===== config.mk =====
export PLATFORM = sky130hd
export DESIGN_NAME = hour_units_counter
export DESIGN_NICKNAME = d
export VERILOG_FILES = /design/src/rtl/hour_units_counter.sv
export SDC_FILE = /design/constraint.sdc
export NUM_CORES = 1
export LEC_CHECK = 0
export CORE_MARGIN = 5
export CORE_UTILIZATION = 55
export CTS_BUF_LIST = sky130_fd_sc_hd__clkbuf_8 sky130_fd_sc_hd__clkbuf_16
export DETAILED_ROUTE_END_ITERATION = 10
export MAX_ROUTING_LAYER = met4
export PLACE_DENSITY = 0.74
export SYNTH_ARGS = -nofsm -noshare
export SYNTH_HDL_FRONTEND = slang
export SYNTH_SLANG_ARGS = --single-unit

===== constraint.sdc =====
create_clock -name clk -period 5.8 [get_ports clk]
set_input_delay 1.16 -clock clk [delete_from_list [all_inputs] [get_ports clk]]
set_output_delay 1.16 -clock clk [all_outputs]
set_load 0.03 [all_outputs]

===== src/rtl/hour_units_counter.sv =====
// Hours-units BCD digit of a 24-hour clock with a debounced manual-set button.
// Define HOUR_UNITS_AUTOREPEAT_EN to enable auto-repeat stepping while the button is held.
module hour_units_counter #(
  parameter int unsigned DEBOUNCE_CYCLES = 500000,
  parameter int unsigned REPEAT_DELAY    = 25000000,
  parameter int unsigned REPEAT_PERIOD   = 10000000
) (
  input  logic       clk,
  input  logic       ncr,
  input  logic       en,
  input  logic       set_mode,
  input  logic       set_btn,
  input  logic [3:0] tens,
  output logic [3:0] q,
  output logic       co
);

  localparam int unsigned MaxA   = (DEBOUNCE_CYCLES > REPEAT_DELAY) ? DEBOUNCE_CYCLES
                                                                     : REPEAT_DELAY;
  localparam int unsigned MaxCyc = (MaxA > REPEAT_PERIOD) ? MaxA : REPEAT_PERIOD;
  localparam int unsigned CntW   = $clog2(MaxCyc) + 1;

  typedef enum logic [2:0] {StIdle, StArm, StPressed, StHeld, StRelease} state_e;

  state_e            state_q, state_d;
  logic [CntW-1:0]   cnt_q, cnt_d, cnt_inc;
  logic              sync1_q, sync2_q;
  logic              set_mode_q;
  logic [3:0]        units_q, units_d;
  logic              step;
  logic              inc;
  logic              at_max;
  logic              sync_btn;
`ifdef HOUR_UNITS_AUTOREPEAT_EN
  logic              rep_q, rep_d;
`endif

  assign sync_btn = sync2_q;

  always_ff @(posedge clk or negedge ncr) begin
    if (!ncr) begin
      sync1_q    <= 1'b0;
      sync2_q    <= 1'b0;
      set_mode_q <= 1'b0;
      state_q    <= StIdle;
      cnt_q      <= '0;
      units_q    <= 4'd0;
`ifdef HOUR_UNITS_AUTOREPEAT_EN
      rep_q      <= 1'b0;
`endif
    end else begin
      sync1_q    <= set_btn;
      sync2_q    <= sync1_q;
      set_mode_q <= set_mode;
      state_q    <= state_d;
      cnt_q      <= cnt_d;
      units_q    <= units_d;
`ifdef HOUR_UNITS_AUTOREPEAT_EN
      rep_q      <= rep_d;
`endif
    end
  end

  always_comb begin
    state_d = state_q;
    cnt_d   = cnt_q;
    step    = 1'b0;
    cnt_inc = (&cnt_q) ? cnt_q : cnt_q + CntW'(1);
`ifdef HOUR_UNITS_AUTOREPEAT_EN
    rep_d   = rep_q;
`endif
    if (!set_mode) begin
      state_d = StIdle;
      cnt_d   = '0;
`ifdef HOUR_UNITS_AUTOREPEAT_EN
      rep_d   = 1'b0;
`endif
    end else begin
      unique case (state_q)
        StIdle: begin
          // A button already held when set mode is entered must be released first.
          if (sync_btn) begin
            state_d = set_mode_q ? StArm : StHeld;
            cnt_d   = '0;
          end
        end
        StArm: begin
          if (!sync_btn) begin
            state_d = StIdle;
            cnt_d   = '0;
          end else begin
            cnt_d = cnt_inc;
            if (32'(cnt_inc) >= DEBOUNCE_CYCLES) state_d = StPressed;
          end
        end
        StPressed: begin
          step    = 1'b1;
          state_d = StHeld;
          cnt_d   = '0;
`ifdef HOUR_UNITS_AUTOREPEAT_EN
          rep_d   = 1'b0;
`endif
        end
        StHeld: begin
          if (!sync_btn) begin
            state_d = StRelease;
            cnt_d   = '0;
          end else begin
`ifdef HOUR_UNITS_AUTOREPEAT_EN
            cnt_d = cnt_inc;
            if (32'(cnt_inc) >= (rep_q ? REPEAT_PERIOD : REPEAT_DELAY)) begin
              step  = 1'b1;
              cnt_d = '0;
              rep_d = 1'b1;
            end
`endif
          end
        end
        StRelease: begin
          if (sync_btn) begin
            state_d = StHeld;
            cnt_d   = '0;
`ifdef HOUR_UNITS_AUTOREPEAT_EN
            rep_d   = 1'b0;
`endif
          end else begin
            cnt_d = cnt_inc;
            if (32'(cnt_inc) >= DEBOUNCE_CYCLES) state_d = StIdle;
          end
        end
        default: begin
          state_d = StIdle;
          cnt_d   = '0;
        end
      endcase
    end
  end

  // Combinational carry lets the tens stage update on the same edge as the wrap.
  always_comb begin
    inc     = set_mode ? step : en;
    at_max  = (tens == 4'd2) ? (units_q >= 4'd3) : (units_q >= 4'd9);
    co      = inc & at_max;
    units_d = units_q;
    if (inc) units_d = at_max ? 4'd0 : units_q + 4'd1;
  end

  assign q = units_q;

endmodule


## Yosys cells after proc, flatten, opt, wreduce, memory -nomap -nowiden

Cells that the tools add are included.

- Flip-flop bits (word level): 36
- Input port bits: 9
- Output and inout bits: 5
- Logic and storage cells: 45

- Add/sub/neg operators: 2
- Magnitude comparators: 3
- Equal/unequal tests: 9
- Mux-type cells: 20
- Bitwise gates (word level): 1
- Reduce and logical (&&, ||, !) cells: 4

Operators with widths:

| kind | count |
|---|---|
| 26-bit 2-to-1 mux | 6 |
| 26-bit one-hot mux with 4 select lines | 1 |
| 26-bit by 1-bit adder with 26-bit output (second input constant) | 1 |
| 26-bit by 19-bit greater-or-equal comparator with 1-bit output (second input constant) | 1 |
| 26-bit AND reduction | 1 |
| 3-bit 2-to-1 mux | 7 |
| 3-bit one-hot mux with 5 select lines | 1 |
| 4-bit != test (second input constant) | 2 |
| 3-bit by 2-bit == test with 1-bit output (second input constant) | 2 |
| 3-bit != test (second input constant) | 2 |
| 4-bit by 1-bit adder with 4-bit output (second input constant) | 1 |
| 4-bit by 2-bit == test with 1-bit output (second input constant) | 1 |
| 4-bit by 2-bit greater-or-equal comparator with 1-bit output (second input constant) | 1 |
| 4-bit greater-or-equal comparator (second input constant) | 1 |
| 4-bit 2-to-1 mux | 1 |
| 4-bit AND reduction | 1 |
| 3-bit by 1-bit == test with 1-bit output (second input constant) | 1 |
| 3-bit == test (second input constant) | 1 |
| 3-bit zero test | 1 |
| 1-bit 2-to-1 mux | 3 |
| 2-bit 2-to-1 mux | 1 |
| 2-bit AND reduction | 1 |
| 1-bit bitwise AND | 1 |

## Depth between registers and ports, before layout

- Depth after elaboration: 7
- Depth in mapped cells: 10
- Depth with buffers taken out: 9

## Worst setup path before layout

No wires, ideal clock.

- Path type: input port to output port
- Start point: input tens[0]
- End point: output co
- Data arrival time: 2.245 ns
- Setup slack: 2.395 ns
- Stages on the path: 4
- Path buffers: 0
- Cell sequence: nor4b_1 o21a_1 o22ai_1 nor2_1

- Cells in the longest elaborated chain, start to end: 3

RTL lines:

| element | RTL line | source |
|---|---|---|
| start: declaration | 13 | `input logic [3:0] tens,` |
| 4-bit by 2-bit == test with 1-bit output | 142 | `at_max = (tens == 4'd2) ? (units_q >= 4'd3) : (units_q >= 4'd9);` |
| 1-bit 2-to-1 mux | 142 |  |
| 1-bit bitwise AND | 143 | `co = inc & at_max;` |
| end: declaration | 15 | `output logic co` |

Every way passes these cells.

## Worst setup path after layout

Same ends and word-level chain as after synthesis.

==> flow_summary_export.csv <==
group,metric,value,unit
critical_path,critPathLaunchType,"input pin",
synth,synthSimpleGateAreaFrac,29.5,%
clock_network,cts_buffer_depth,2,
outcome,outcome,"complete, no violations",
synth,synth_cell_types,55,
critical_path,timing.critical_path.from,"tens[0]",
synth,synth_compound_area_share,23.5,%
layout,fill_cells,394,
layout,post_layout_nonfiller_instances,354,
detailed_routing,drtPass1Iterations,4,
die,io_pins,14,
timing,drv_slew,0,
detailed_routing,wire_per_inst,16.0,um
clock_network,cts_tree,"built",
layout,area_growth,10.9,%
synth,postSynth.asyncResetShare,100,%
synth,synth_top_family_by_area,"simple AND/OR/NAND/NOR gates",
power_and_ir_drop,swShare,30.3,%
synth,yosys_warnings,0,
clock_network,cts_buffers,5,
timing,fin_crit_sh,73.4,%
clock_network,clkSinkCount,36,
timing,setup_violations,0,
timing,slew_headroom,47.0,%
die,core_area,0.00435,sq mm
critical_path,worstSetupEndpointType,"output pin",
detailed_routing,vias,2232,
global_route,grt_overflow,0,
critical_path,crit_type,"input pin to output pin",
clock_network,root_buffer,"clkbuf_8",
clock_network,cts.reportedPaths.clkPinSlew,0.07,ns
die,die_area,0.00590,sq mm
clock_network,cts.repair.resized,0,
global_route,grt_use_met2,32.1,%
timing,hold_viol_final,0,
synth,synth_mux_area_share,1.32,%
timing,clock.fmax,0.235,GHz
place,place_inst,346,
synth,synthAdderAreaFrac,2.04,%
place,post_dp_cell_area,0.00262,sq mm
synth,syn_inst,292,
place,place_ws,1.53,ns
synth,synth_enable_flop_cells,0,
power_and_ir_drop,internal-power,0.446,mW
synth,ys.flop_type,"dfrtp_1",
critical_path,crit_chain,"clkdlybuf4s50_1, nor4b_1, o21a_1, o22ai_1, nor2_1, clkdlybuf4s50_1",
global_route,gr-usage-all-layers,21.0,%
place,hpwl,3850,um
critical_path,cp_common_cell,"clkdlybuf4s50_1",
die,start_util,56.4,%
critical_path,path_buf_inv,2,
layout,diodes,0,
synth,syn-cell-area,0.00246,sq mm
detailed_routing,vias_per_cell,6.31,
power_and_ir_drop,combPwrFrac,20.5,%
critical_path,r2r_start,"cnt_q[14]",
global_route,antenna_found_initial,0,
place,gp_congestion,0.831,
detailed_routing,wl,5660,um
layout,nets,314,
global_route,grt_pass1_wl,10100,um
power_and_ir_drop,peakVddDrop,0.000147,V
global_route,grt_pass1_vias,2154,
global_route,grt_busiest_layer,"met2",
hold_path,min_path_type,"register to register",
global_route,grt_max_degree,37,
critical_path,max_stage_delay,0.68,ns
clock_network,clk_latency,0.30,ns
timing,holdWs,0.353,ns
critical_path,critPathSlowestCell,"clkdlybuf4s50_1",
layout,final_area,0.00272,sq mm
synth,synth.ff_latch_count,36,
timing,finalCriticalPeriod,4.26,ns
power_and_ir_drop,sequentialPowerShare,45.0,%
detailed_routing,ant_nets,0,
power_and_ir_drop,p_clk_share,34.5,%
synth,synth_seq_area_share,36.7,%
die,fp.dieH,76.8,um
layout,final_cell_mix,"o21ai_0, dfrtp_1, nand2_1, nor2_1, nand3_1",
detailed_routing,post-route-drc-count,0,
timing,rsz0062_at_grt,"false",
timing,finalSetupTns,0,ns
clock_network,h-tree-depth,2,
clock_network,holdBufCountCts,0,
hold_path,min_delay_path_depth,0,
global_route,use_met1,28.4,%
synth,synth.avg_cell_area,8.41,sq um
timing,setup_slack,1.54,ns
die,die_w,76.8,um
hold_path,min_from,"sync1_q",
power_and_ir_drop,leakagePower,1.15,nW
place,port_buffers,13,
critical_path,rr_worst_depth,8,
die,rows,24,
critical_path,critPathArrivalTime,3.10,ns
synth,syn_nets,305,
timing,fin_skew,0.0110,ns
clock_network,cts_setup_buffers,0,
flow_run,drv_cap,0,
synth,synthXorXnorAreaFrac,3.21,%
critical_path,cp_max_fo,4,
power_and_ir_drop,netSwitchingPower,0.194,mW
critical_path,crit_family,"buffers and inverters",
critical_path,r2r_setup_slack,2.59,ns
timing,worst_slew_pin_slew,0.795,ns
detailed_routing,drt_iter0_markers,200,
layout,layout-drive-gt1-share,8.94,%
critical_path,cp.depth,6,
critical_path,crit_required,4.64,ns
power_and_ir_drop,power_density,235,mW/mm^2
global_route,grtUsageMet3,3.51,%
## cell type report
cell class | instances | area [sq um] | area share (%)
Clock buffer | 5 | 68.8 | 2.53
Clock inverter | 3 | 38.8 | 1.42
Inverter | 9 | 33.8 | 1.24
Multi-Input combinational cell | 233 | 1470 | 53.9
Sequential cell | 36 | 901 | 33.1
Tap cell | 52 | 65.1 | 2.39
Timing Repair Buffer | 16 | 148 | 5.42
## power by group through the flow
stage | clock network [mW] | registers (mW) | logic [mW]
CTS | 0.223 | 0.288 | 0.133
floorplan | 0 | 0.308 | 0.0613
global placement | 0 | 0.293 | 0.130
detailed placement | 0 | 0.293 | 0.132
finish | 0.221 | 0.288 | 0.131
global route | 0.234 | 0.292 | 0.146
## Yosys cell counts, types with 3 or more instances
master | n | share of area (%)
and3_1 | 8 | 2.0
xor2_1 | 5 | 1.8
ha_1 | 4 | 2.0
and4_1 | 3 | 1.1
nand3b_1 | 3 | 0.92
a21oi_1 | 14 | 2.9
nand2_1 | 31 | 4.7
inv_1 | 9 | 1.4
nand4_1 | 5 | 1.3
nand2b_1 | 5 | 1.3
a31oi_1 | 8 | 2.0
o31ai_1 | 5 | 1.5
or4_1 | 3 | 0.92
o41ai_1 | 3 | 1.1
a21o_1 | 3 | 0.92
clkbuf_1 | 9 | 1.4
dfrtp_1 | 36 | 37
nand3_1 | 15 | 3.1
or3_1 | 4 | 1.0
o21ai_0 | 36 | 7.3
nor4_2 | 4 | 2.0
nor3_1 | 4 | 0.82
xnor2_1 | 4 | 1.4
buf_2 | 5 | 1.0
nor2_1 | 27 | 4.1
## cell families (layout without fill, tap and decap cells)
family,after synthesis,count (layout)
adder cells (fa/ha/maj),4,4
buffers and inverters,23,33
flip-flops,36,36
multiplexers,3,3
XOR/XNOR,9,9
AO/OA/AOI/OAI,90,90
AND/OR/NAND/NOR,127,127
## registers in the layout (all words and copies together), names as in the netlist
signal / cells
q: 4
state_q: 3
set_mode_q: 1
sync2_q: 1
sync1_q: 1
cnt_q: 26
## metal layers
layer / up-vias / part of all wire (%)
met5: - / 0
met4: 0 / 2.0
met3: 11 / 4.2
met2: 48 / 46
met1: 1072 / 47
li1: 1101 / -
## final timing paths
path,endpoint
setup reg to reg,state_q[0]
hold reg to reg,sync2_q
setup / recovery,co
hold / removal,sync2_q
max in group asynchronous,cnt_q[9]
min in group asynchronous,cnt_q[19]
## per-stage QoR
step,total power [mW],util [%]
6_report,0.640,62.5
5_1_grt,0.672,62.5
4_1_cts,0.644,62.5
3_5_place_dp,0.425,60.1
3_3_place_gp,0.423,60.1
2_1_floorplan,0.370,-
Power figures use the tool's default switching activity.
